### src/rtl/adi2axis_pkg.sv
// adi2axis_pkg
// Shared definitions for the ADI-sample-to-AXI-Stream packetiser:
//   - state_t      : framing FSM states
//   - CTRL_*       : bit positions inside the 32-bit ctrl word
//   - STAT_*       : LSB offsets of the fields inside the 32-bit stat word
//   - OVF_CNT_MAX  : saturation value of the overflow counter
package adi2axis_pkg;

    typedef enum logic [2:0] {
        ST_IDLE    = 3'd0,
        ST_ARMED   = 3'd1,
        ST_CAPTURE = 3'd2,
        ST_DRAIN   = 3'd3,
        ST_DONE    = 3'd4
    } state_t;

    localparam int CTRL_ENABLE     = 0;
    localparam int CTRL_TRIG_MODE  = 1;
    localparam int CTRL_CONTINUOUS = 2;
    localparam int CTRL_OVF_CLR    = 3;

    localparam int STAT_BUSY       = 0;
    localparam int STAT_DONE       = 1;
    localparam int STAT_OVF_STICKY = 2;
    localparam int STAT_ABORTED    = 3;
    localparam int STAT_PKT_DONE   = 4;   // 12-bit field
    localparam int STAT_OVF_CNT    = 16;  // 16-bit field

    localparam logic [15:0] OVF_CNT_MAX = 16'hFFFF;

endpackage

### src/rtl/adi2axis_fifo.sv
// adi2axis_fifo
// Synchronous first-word-fall-through FIFO with a registered output word.
// The memory holds every stored entry; rd_data is a registered copy of the
// current head, so a word written into an empty FIFO is visible one cycle
// later. Total capacity is exactly DEPTH entries.
// Ports:
//   clk, rst_n        : clock, asynchronous active-low reset
//   wr_en, wr_data    : push request (ignored when full unless a pop happens)
//   rd_en             : pop the head (ignored when empty)
//   rd_data           : head entry, valid while !empty
//   full, empty, count: occupancy status
module adi2axis_fifo #(
    parameter int WIDTH = 65,
    parameter int DEPTH = 16
) (
    input  logic                     clk,
    input  logic                     rst_n,
    input  logic                     wr_en,
    input  logic [WIDTH-1:0]         wr_data,
    input  logic                     rd_en,
    output logic [WIDTH-1:0]         rd_data,
    output logic                     full,
    output logic                     empty,
    output logic [$clog2(DEPTH):0]   count
);

    localparam int AW = $clog2(DEPTH);
    localparam logic [AW:0] FULL_COUNT = (AW+1)'(DEPTH);

    logic [WIDTH-1:0] mem [DEPTH];
    logic [AW-1:0]    wr_ptr_reg;
    logic [AW-1:0]    rd_ptr_reg;
    logic [AW:0]      count_reg;
    logic [WIDTH-1:0] dout_reg;

    logic             wr_ok;
    logic             rd_ok;
    logic [AW-1:0]    rd_idx_next;
    logic [AW:0]      remaining;

    assign empty = (count_reg == '0);
    assign full  = (count_reg == FULL_COUNT);
    assign count = count_reg;
    assign rd_data = dout_reg;

    // A pop frees a slot in the same cycle, so a push into a full FIFO
    // succeeds when it coincides with a pop.
    assign rd_ok = rd_en & ~empty;
    assign wr_ok = wr_en & (~full | rd_ok);

    assign rd_idx_next = rd_ptr_reg + {{(AW-1){1'b0}}, rd_ok};
    // Entries already in memory that survive this cycle's pop.
    assign remaining   = count_reg - {{AW{1'b0}}, rd_ok};

    always_ff @(posedge clk) begin
        if (wr_ok) begin
            mem[wr_ptr_reg] <= wr_data;
        end
    end

    always_ff @(posedge clk or negedge rst_n) begin
        if (!rst_n) begin
            wr_ptr_reg <= '0;
            rd_ptr_reg <= '0;
            count_reg  <= '0;
            dout_reg   <= '0;
        end else begin
            if (wr_ok) begin
                wr_ptr_reg <= wr_ptr_reg + 1'b1;
            end
            if (rd_ok) begin
                rd_ptr_reg <= rd_ptr_reg + 1'b1;
            end
            count_reg <= count_reg + {{AW{1'b0}}, wr_ok} - {{AW{1'b0}}, rd_ok};
            // Next head comes from memory, or straight from the write port
            // when nothing older remains.
            if (remaining == '0) begin
                if (wr_ok) begin
                    dout_reg <= wr_data;
                end
            end else begin
                dout_reg <= mem[rd_idx_next];
            end
        end
    end

endmodule

### src/rtl/adi2axis_pkt.sv
// adi2axis_pkt
// Frames the free-running ADI sample stream into AXI-Stream packets.
// Ports:
//   AXIS_ACLK, AXIS_ARESETN : clock, asynchronous active-low reset
//   ddata, dvalid, dsync    : sample input, qualified by dvalid & dsync
//   M_AXIS_*                : AXI-Stream master (TKEEP all-ones while valid)
//   ctrl                    : enable / trig_mode / continuous / ovf_clr
//   pkt_bytes, pkt_count    : packet length in bytes, packets per run (0 = unlimited)
//   trig                    : external trigger, rising edge starts capture
//   ovf                     : one-cycle pulse per dropped sample
//   stat                    : {ovf_cnt, pkt_done_cnt, aborted, ovf_sticky, done, busy}
module adi2axis_pkt
    import adi2axis_pkg::*;
#(
    parameter int C_M_AXIS_TDATA_NUM_BYTES = 8,
    parameter int FIFO_DEPTH               = 16
) (
    input  logic                                  AXIS_ACLK,
    input  logic                                  AXIS_ARESETN,
    input  logic [8*C_M_AXIS_TDATA_NUM_BYTES-1:0] ddata,
    input  logic                                  dvalid,
    input  logic                                  dsync,
    output logic                                  M_AXIS_TVALID,
    output logic                                  M_AXIS_TLAST,
    output logic [8*C_M_AXIS_TDATA_NUM_BYTES-1:0] M_AXIS_TDATA,
    output logic [C_M_AXIS_TDATA_NUM_BYTES-1:0]   M_AXIS_TKEEP,
    input  logic                                  M_AXIS_TREADY,
    input  logic [31:0]                           ctrl,
    input  logic [31:0]                           pkt_bytes,
    input  logic [15:0]                           pkt_count,
    input  logic                                  trig,
    output logic                                  ovf,
    output logic [31:0]                           stat
);

    localparam int NB         = C_M_AXIS_TDATA_NUM_BYTES;
    localparam int DW         = 8 * NB;
    localparam int BEAT_SHIFT = $clog2(NB);
    localparam int CW         = $clog2(FIFO_DEPTH) + 1;

    state_t        state_reg, state_next;
    logic          arm, abort, finish;

    logic          enable, ovf_clr, sample;
    logic          enable_prev_reg, trig_prev_reg;
    logic          enable_rise, trig_rise;

    logic          trig_mode_reg, continuous_reg;
    logic [15:0]   pkt_count_reg;
    logic [31:0]   bpp_reg, bpp_arm;
    logic [31:0]   beat_cnt_reg;
    logic [15:0]   pkt_cnt_reg;

    logic          capture_wr, beat_last, pkt_final, drop;

    logic          fifo_full, fifo_empty;
    logic [CW-1:0] fifo_count;
    logic [DW:0]   fifo_rd_data;
    logic          out_valid, out_fire, out_last, abort_tail;

    logic [15:0]   ovf_cnt_reg;
    logic [11:0]   pkt_done_cnt_reg;
    logic          aborted_reg, ovf_sticky_reg, done_reg, ovf_reg, busy;

    logic          unused_ctrl;
    assign unused_ctrl = ^ctrl[31:4];

    assign enable      = ctrl[CTRL_ENABLE];
    assign ovf_clr     = ctrl[CTRL_OVF_CLR];
    assign sample      = dvalid & dsync;
    assign enable_rise = enable & ~enable_prev_reg;
    assign trig_rise   = trig & ~trig_prev_reg;

    // Beats per packet from the byte length, sub-beat bytes dropped, never 0.
    always_comb begin
        bpp_arm = pkt_bytes >> BEAT_SHIFT;
        if (bpp_arm == 32'd0) begin
            bpp_arm = 32'd1;
        end
    end

    // Samples are taken only while capturing and still enabled; the cycle in
    // which enable falls is the abort cycle and writes nothing.
    assign capture_wr = (state_reg == ST_CAPTURE) & enable & sample;
    assign beat_last  = (beat_cnt_reg == bpp_reg - 32'd1);
    assign pkt_final  = capture_wr & beat_last & ~continuous_reg &
                        (pkt_count_reg != 16'd0) &
                        ((pkt_cnt_reg + 16'd1) == pkt_count_reg);

    assign out_valid = ~fifo_empty;
    assign out_fire  = out_valid & M_AXIS_TREADY;
    // A write into a full FIFO is lost unless a beat leaves in the same cycle.
    assign drop      = capture_wr & fifo_full & ~out_fire;

    // After an abort the last beat still in the FIFO closes the packet.
    assign abort_tail = (((state_reg == ST_CAPTURE) || (state_reg == ST_ARMED)) && !enable) ||
                        ((state_reg == ST_DRAIN) && aborted_reg);
    assign out_last   = fifo_rd_data[DW] | (abort_tail & (fifo_count == CW'(1)));

    adi2axis_fifo #(
        .WIDTH (DW + 1),
        .DEPTH (FIFO_DEPTH)
    ) u_fifo (
        .clk     (AXIS_ACLK),
        .rst_n   (AXIS_ARESETN),
        .wr_en   (capture_wr),
        .wr_data ({beat_last, ddata}),
        .rd_en   (M_AXIS_TREADY),
        .rd_data (fifo_rd_data),
        .full    (fifo_full),
        .empty   (fifo_empty),
        .count   (fifo_count)
    );

    assign M_AXIS_TVALID = out_valid;
    assign M_AXIS_TDATA  = fifo_rd_data[DW-1:0];
    assign M_AXIS_TLAST  = out_valid & out_last;

    for (genvar gi = 0; gi < NB; gi++) begin : g_keep
        assign M_AXIS_TKEEP[gi] = out_valid;
    end

    // ---------------- FSM ----------------
    always_ff @(posedge AXIS_ACLK or negedge AXIS_ARESETN) begin
        if (!AXIS_ARESETN) begin
            state_reg <= ST_IDLE;
        end else begin
            state_reg <= state_next;
        end
    end

    always_comb begin
        state_next = state_reg;
        arm        = 1'b0;
        abort      = 1'b0;
        finish     = 1'b0;
        unique case (state_reg)
            ST_IDLE: begin
                if (enable_rise) begin
                    state_next = ST_ARMED;
                    arm        = 1'b1;
                end
            end
            ST_ARMED: begin
                if (!enable) begin
                    state_next = ST_DRAIN;
                    abort      = 1'b1;
                end else if (!trig_mode_reg || trig_rise) begin
                    state_next = ST_CAPTURE;
                end
            end
            ST_CAPTURE: begin
                if (!enable) begin
                    state_next = ST_DRAIN;
                    abort      = 1'b1;
                end else if (pkt_final) begin
                    state_next = ST_DRAIN;
                end
            end
            ST_DRAIN: begin
                if (fifo_empty) begin
                    state_next = ST_DONE;
                    finish     = 1'b1;
                end
            end
            ST_DONE: begin
                if (!enable) begin
                    state_next = ST_IDLE;
                end
            end
            default: begin
                state_next = ST_IDLE;
            end
        endcase
    end

    assign busy = (state_reg == ST_ARMED) || (state_reg == ST_CAPTURE) ||
                  (state_reg == ST_DRAIN);

    // ---------------- run configuration and framing counters ----------------
    always_ff @(posedge AXIS_ACLK or negedge AXIS_ARESETN) begin
        if (!AXIS_ARESETN) begin
            enable_prev_reg  <= 1'b0;
            trig_prev_reg    <= 1'b0;
            trig_mode_reg    <= 1'b0;
            continuous_reg   <= 1'b0;
            pkt_count_reg    <= '0;
            bpp_reg          <= 32'd1;
            beat_cnt_reg     <= '0;
            pkt_cnt_reg      <= '0;
            pkt_done_cnt_reg <= '0;
            done_reg         <= 1'b0;
            aborted_reg      <= 1'b0;
        end else begin
            enable_prev_reg <= enable;
            trig_prev_reg   <= trig;

            if (arm) begin
                trig_mode_reg    <= ctrl[CTRL_TRIG_MODE];
                continuous_reg   <= ctrl[CTRL_CONTINUOUS];
                pkt_count_reg    <= pkt_count;
                bpp_reg          <= bpp_arm;
                beat_cnt_reg     <= '0;
                pkt_cnt_reg      <= '0;
                pkt_done_cnt_reg <= '0;
                done_reg         <= 1'b0;
                aborted_reg      <= 1'b0;
            end else begin
                // Dropped samples advance framing too, keeping it time-aligned.
                if (capture_wr) begin
                    if (beat_last) begin
                        beat_cnt_reg <= '0;
                        pkt_cnt_reg  <= pkt_cnt_reg + 16'd1;
                    end else begin
                        beat_cnt_reg <= beat_cnt_reg + 32'd1;
                    end
                end
                if (out_fire && out_last) begin
                    pkt_done_cnt_reg <= pkt_done_cnt_reg + 12'd1;
                end
                if (abort) begin
                    aborted_reg <= 1'b1;
                end
                if (finish) begin
                    done_reg <= 1'b1;
                end
            end
        end
    end

    // ---------------- overflow accounting ----------------
    always_ff @(posedge AXIS_ACLK or negedge AXIS_ARESETN) begin
        if (!AXIS_ARESETN) begin
            ovf_reg        <= 1'b0;
            ovf_sticky_reg <= 1'b0;
            ovf_cnt_reg    <= '0;
        end else begin
            ovf_reg <= drop;
            // Clear has priority over a simultaneous drop.
            if (ovf_clr) begin
                ovf_sticky_reg <= 1'b0;
                ovf_cnt_reg    <= '0;
            end else if (drop) begin
                ovf_sticky_reg <= 1'b1;
                if (ovf_cnt_reg != OVF_CNT_MAX) begin
                    ovf_cnt_reg <= ovf_cnt_reg + 16'd1;
                end
            end
        end
    end

    assign ovf = ovf_reg;

    always_comb begin
        stat                          = '0;
        stat[STAT_OVF_CNT +: 16]      = ovf_cnt_reg;
        stat[STAT_PKT_DONE +: 12]     = pkt_done_cnt_reg;
        stat[STAT_ABORTED]            = aborted_reg;
        stat[STAT_OVF_STICKY]         = ovf_sticky_reg;
        stat[STAT_DONE]               = done_reg;
        stat[STAT_BUSY]               = busy;
    end

endmodule
### config.mk
export PLATFORM = sky130hd
export DESIGN_NAME = adi2axis_pkt
export DESIGN_NICKNAME = d
export VERILOG_FILES = /design/src/rtl/adi2axis_pkg.sv /design/src/rtl/adi2axis_fifo.sv /design/src/rtl/adi2axis_pkt.sv
export SDC_FILE = /design/constraint.sdc
export NUM_CORES = 2
export LEC_CHECK = 0
export BUFFER_PORTS_ARGS = -buffer_cell sky130_fd_sc_hd__buf_2
export CORE_AREA = 2 2 356 270
export DETAILED_ROUTE_END_ITERATION = 10
export DIE_AREA = 0 0 358 272
export GPL_ROUTABILITY_DRIVEN = 0
export PLACE_DENSITY_LB_ADDON = 0.2
export SYNTH_ARGS = -nofsm -noshare
export SYNTH_HDL_FRONTEND = slang
export SYNTH_SLANG_ARGS = --single-unit
### constraint.sdc
create_clock -name AXIS_ACLK -period 4.4 [get_ports AXIS_ACLK]
set_input_delay 0.88 -clock AXIS_ACLK [delete_from_list [all_inputs] [get_ports AXIS_ACLK]]
set_output_delay 0.88 -clock AXIS_ACLK [all_outputs]
set_load 0.005 [all_outputs]
==> Word level (Yosys, flattened, before mapping) <==
Memory sizes are Yosys's and may differ from the RTL's.
Index checks and enable logic that the tools add are counted.
{ "word_totals": {"ff_bits": 213, "ramBits": 1040, "wordCells": 130, "memories": 1} }
{ "mem_list": {"columns": ["name", "words", "width", "rd", "rd_clocked_by_memory_dff", "write_ports", "line", "text"], "rows": [
  ["u_fifo.mem", 16, 65, 1, 0, 1, "adi2axis_fifo.sv:30", "logic [WIDTH-1:0] mem [DEPTH];"]
]} }
{ "op_classes": {"n_addsub": 11, "eq_ne": 15, "mux": 36, "bitwise": 23, "n_reduce_logical": 25} }
{ "ops": {"columns": ["operator", "n"], "rows": [
  ["65-bit two-way mux", 2],
  ["16-bit two-way mux", 6],
  ["32-bit two-way mux", 3],
  ["16-bit by 1-bit adder with 16-bit output, second input constant", 2],
  ["32-bit by 1-bit adder with 32-bit output, second input constant", 1],
  ["32-bit == test", 1],
  ["32-bit zero test", 1],
  ["32-bit by 1-bit subtractor with 32-bit output, second input constant", 1],
  ["29-bit two-way mux", 1],
  ["12-bit two-way mux", 2],
  ["3-bit two-way mux", 7],
  ["16-bit == test", 1],
  ["16-bit != test, second input constant", 1],
  ["16-bit nonzero test", 1],
  ["1-bit AND", 15],
  ["3-bit case mux with 5 select lines", 1],
  ["1-bit two-way mux", 14],
  ["2-bit nonzero test", 7],
  ["12-bit by 1-bit adder with 12-bit output, second input constant", 1],
  ["5-bit zero test", 2],
  ["5-bit by 1-bit subtractor with 5-bit output", 2],
  ["4-bit by 1-bit adder with 4-bit output, second input constant", 2],
  ["3-bit by 2-bit == test with 1-bit output, second input constant", 2],
  ["1-bit inverter", 6],
  ["18 further kinds", 28]
]} }

==> Depth between registers and ports, before layout <==
{ "logic_depth": {"word_depth": 10, "mapped_depth": 17, "mapped_depth_nobuf": 16} }

==> Cells and area by module <==
Synthesis repeated with hierarchy kept, for this count alone.
{ "hier_totals": {"cells_unflattened": 2894, "area_unflattened_um2": 51589.5} }
{ "by_module_without_submodules": {"columns": ["mod", "n_inst", "cells_per_inst", "area_per_inst_um2"], "rows": [
  ["adi2axis_fifo", 1, 1937, 43506.7],
  ["adi2axis_pkt", 1, 957, 8082.8]
]} }

==> Worst setup path after synthesis <==
No wires, ideal clock.
{ "synth_timing": {"path_kind": "reg2reg", "startpoint": "register u_fifo.count_reg[2], in the netlist u_fifo.count[2]", "endpoint": "register u_fifo.dout_reg[4], in the netlist u_fifo.rd_data[4]", "setup_ns": 0.134, "arrival_time_ns": 4.505, "t_required_ns": 4.266, "path_slack_ns": -0.239, "stages_incl_launch_ff": 16, "n_path_buf": 4, "path_cell_list": "dfrtp_1 -> inv_1 -> ha_1 -> or3b_2 -> nor2_1 -> inv_1 -> and2_1 -> clkbuf_1 -> ha_1 -> clkbuf_1 -> buf_1 -> buf_1 -> mux4_2 -> mux4_2 -> nand2_1 -> o21ai_0"} }
{ "synth_via": {"elab_chain_cells": 6, "elab_cells_between_ends": 13, "classes_between": "add/sub (2); eq/ne (2); mux (1); bitwise (5); reduce/logical (2); memory (1)"} }
{ "synth_rtl": {"columns": ["element", "line", "text"], "rows": [
  ["from (decl)", "adi2axis_fifo.sv:33", "logic [AW:0] count_reg;"],
  ["from (signal assigned)", "adi2axis_fifo.sv:74", "count_reg <= count_reg + {{AW{1'b0}}, wr_ok} - {{AW{1'b0}}, rd_ok};"],
  ["5-bit zero test *", "adi2axis_fifo.sv:41", "assign empty = (count_reg == '0);"],
  ["1-bit inverter *", null, null],
  ["via M_AXIS_TVALID", "adi2axis_pkt.sv:23", "output logic M_AXIS_TVALID,"],
  ["1-bit AND *", null, null],
  ["via out_fire", "adi2axis_pkt.sv:59", "logic out_valid, out_fire, out_last, abort_tail;"],
  ["4-bit by 1-bit adder with 4-bit output (tied with other cells)", "adi2axis_fifo.sv:51", "assign rd_idx_next = rd_ptr_reg + {{(AW-1){1'b0}}, rd_ok};"],
  ["memory 16 x 65 bit (tied with other cells)", null, null],
  ["65-bit two-way mux / 2-bit by 1-bit != test with 1-bit output (equally long branches)", null, null],
  ["to (signal assigned)", "adi2axis_fifo.sv:79", "dout_reg <= wr_data;"],
  ["to (signal assigned)", "adi2axis_fifo.sv:82", "dout_reg <= mem[rd_idx_next];"],
  ["to (decl)", "adi2axis_fifo.sv:34", "logic [WIDTH-1:0] dout_reg;"]
]} }
The timed path passes the listed nets; every way through them passes the cells marked *.
A chain may end at the register's enable or synchronous reset.

==> Worst setup path in the final report <==
{ "layout_timing": {"startpoint": "register u_fifo.count_reg[2], in the netlist u_fifo.count[2]", "endpoint": "register u_fifo.dout_reg[12], in the netlist u_fifo.rd_data[12]"} }
{ "layout_via": {"elab_chain_cells": 6, "elab_cells_between_ends": 13, "classes_between": "add/sub (2); eq/ne (2); mux (1); bitwise (5); reduce/logical (2); memory (1)"} }
{ "layout_rtl": {"columns": ["element", "line", "text"], "rows": [
  ["5-bit zero test", "adi2axis_fifo.sv:41", null],
  ["1-bit inverter", "adi2axis_fifo.sv:48", "assign rd_ok = rd_en & ~empty;"],
  ["1-bit AND", "adi2axis_fifo.sv:48", null],
  ["4-bit by 1-bit adder with 4-bit output (tied with other cells)", "adi2axis_fifo.sv:51", null],
  ["memory 16 x 65 bit (tied with other cells)", null, null],
  ["65-bit two-way mux / 2-bit by 1-bit != test with 1-bit output (equally long branches)", null, null]
]} }
Several ways; a longest one is shown, not always the timed one.

==> results_dict.tcl <==
set metrics [dict create \
    status "complete, no violations" \
    synthAdderAreaFrac_pct 0.528 \
    start_util_pct 54.3 \
    synth_edf_count 1040 \
    worst_pin_slew_ns 1.34 \
    synth_area_leaders "edfxtp_1 (61%), mux4_2 (14%), dfrtp_1 (10%), nand2_1 (1.9%), mux2i_1 (1.4%)" \
    ys_types 67 \
    cp.depth 14 \
    whs_ns 0.277 \
    nNetsFinal 3236 \
    cts_resized 0 \
    rows 98 \
    dr.pass1.iters 7 \
    reg2reg_from "u_fifo.count[2]$_DFF_PN0_" \
    grt_setup_unrepaired "false" \
    post_cts_buffers 0 \
    leakagePower_nw 20.1 \
    fin_cells 4415 \
    cts.sink_count 1250 \
    worstPathCellList "inv_1 -> ha_1 -> or3b_2 -> nor2_1 -> inv_1 -> and2_1 -> ha_4 -> ha_4 -> buf_12 -> buf_12 -> mux4_2 -> mux4_2 -> nand2_1 -> o21ai_0" \
    first_global_vias 27500 \
    cts_made_buffers 113 \
    num_io_pins 257 \
    fin_crit_sh_pct 94.9 \
    synth_compound_area_share_pct 1.95 \
    cp_data_required_time_ns 4.99 \
    drtIter0Drc 3099 \
    async_flop_share_pct 16.8 \
    maxSlewHeadroom_pct 10.4 \
    vias 26900 \
    crit_path_end_kind "flip-flop" \
    ant_nets 0 \
    finalInstanceArea_sq_mm 0.0582 \
    crit_fanout 31 \
    antenna_found_initial 9 \
    slowest_stage "or3b_2" \
    power.total_mw 36.2 \
    path_buf_inv 4 \
    worstSetupPathType "reg -> reg" \
    synth_top_cell_area_share_pct 61.1 \
    grt_pass1_wl_mm 174 \
    wl_per_cell_um 26.2 \
    startpoint_type "flip-flop" \
    cts-root-buf "clkbuf_16" \
    cts_max_level 3 \
    synth_area_sq_mm 0.0512 \
    grt_max_degree 91 \
    overflow 0 \
    drc 0 \
    synthSimpleGateAreaFrac_pct 5.91 \
    hold_viol 0 \
    synth_largest_area_cell "edfxtp_1" \
    skew_ns 0.0453 \
    worstSkewPairLatency_ns 0.73 \
    ys_ff_latch 1250 \
    r2r_slack_ns 0.23 \
    yosys_warnings 0 \
    portBuffers 225 \
    synth_xor_area_share_pct 2.02 \
    dpl_cell_area_sq_mm 0.0545 \
    maxCapViolations 0 \
    powerDensity_mw_per_mm2 623 \
    core_sq_mm 0.0942 \
    cts_tree "done" \
    yosysSeqAreaShare_pct 71.3 \
    largest_register_ffs 1040 \
    syn_avg_cell_area_sq_um 18.1 \
    place_hpwl_mm 67.1 \
    clk_pin_slew_worst_paths_ns 0.06 \
    synth_top_family_by_area "multiplexers" \
    r2r-end "u_fifo.rd_data[12]$_DFFE_PN0P_" \
    peakVddDrop_mv 0.541 \
    synthTopCellsByCount "edfxtp_1 (1040), mux4_2 (325), nand2_1 (264)" \
    viasPerCell 6.10 \
    drive_gt1_share_pct 28.1 \
    synth.area.mux_share_pct 15.8 \
    min_period_ns 4.17 \
    maxSlewViolCount 0 \
    ys.flop_type "edfxtp_1" \
    yosysMostFrequentCell "edfxtp_1" \
    die_area_sq_mm 0.0974 \
    hold_buffers 0 \
    crit_arrival_ns 4.76 \
    synth_fp_nets 3004 \
    fmax_ghz 0.240 \
    groute.usage.overall_pct 24.1 \
    die_h_um 272 \
    n_fill_cell 6567 \
    cpPeakStageDelay_ns 0.49 \
    crit_family "simple AND/OR/NAND/NOR gates" \
    die_w_um 358 \
    cts_buffer_depth 3 \
    setup_viol 0 \
    area_delta_synth_final_pct 13.8 \
    wirelength_mm 116 \
    dpl.cell_count 4200 \
    r2r.worst_path.cells 14 \
    syn_inst 2833 \
    hold_class "in -> async" \
]
## area by class of cell
cell class | instances | area [sq um] | area share (%)
timing repair buffer | 337 | 2790 | 4.79
inverter | 30 | 113 | 0.193
antenna | 3 | 7.51 | 0.0129
sequential | 1250 | 36500 | 62.7
clock buffer | 156 | 3200 | 5.49
tap | 1250 | 1560 | 2.69
clock inverter | 56 | 519 | 0.892
multi-input combinational | 1333 | 13500 | 23.2
## per-stage QoR
stage / setup WS, ns / utilization [%] / setup TNS (ns)
floorplan: -0.0357 / - / -1.06
detailed placement: 0.198 / 57.9 / 0
global placement: 0.280 / 57.9 / 0
CTS: 0.197 / 61.8 / 0
global route: 0.0402 / 61.8 / 0
finish: 0.225 / 61.8 / 0
## metal layers
layer | GRT usage, % | vias to the layer above | wire, um
met2 | 39.3 | 1016 | 57400
met3 | 3.87 | 181 | 7720
met5 | 0 | - | 53
met4 | 6.74 | 8 | 2740
met1 | 34.2 | 14200 | 47800
li1 | - | 11600 | -
## cells by family (layout without fill, tap and decap cells)
logic type                 Yosys count  in the layout
DFF                               1250           1250
muxes                              401            401
buffers and inverters              250            579
xor gates and xnor gates           118            118
other                                0              3
and+or+nand+nor                    624            624
AOI/OAI and AO/OA                  169            169
adders and majority gates           21             21
## cells in the final DEF (no fill, tap or decap), drive strengths merged, types with 33 or more instances in the layout
cell type     n
buf         337
nand2       264
clkinv       41
mux2i        72
clkbuf      156
xor2         53
o21ai        99
dfrtp       209
nand3        40
mux4        325
nor2        113
nor3         35
inv          33
xnor2        65
edfxtp     1040
## where the power goes
group / switching (mW) / leakage, nW / total [mW] / internal, mW
Combinational: 5.70 / 6.20 / 12.1 / 6.41
Sequential: 0.753 / 12.0 / 14.3 / 13.6
Clock: 4.30 / 1.82 / 9.80 / 5.49
Total: 10.8 / 20.1 / 36.2 / 25.5
## how the worst max path moves through the flow
stage	to	from
after floorplan	u_fifo.rd_data[13]$_DFFE_PN0P_	u_fifo.count[2]$_DFF_PN0_
after detailed placement	u_fifo.rd_data[47]$_DFFE_PN0P_	u_fifo.count[2]$_DFF_PN0_
final	u_fifo.rd_data[12]$_DFFE_PN0P_	u_fifo.count[2]$_DFF_PN0_
after CTS	u_fifo.rd_data[47]$_DFFE_PN0P_	u_fifo.count[2]$_DFF_PN0_
after global placement	u_fifo.rd_data[60]$_DFFE_PN0P_	u_fifo.count[2]$_DFF_PN0_
after global routing	u_fifo.rd_data[39]$_DFFE_PN0P_	u_fifo.count[2]$_DFF_PN0_
No activity file was read; power rests on OpenSTA's default activity.
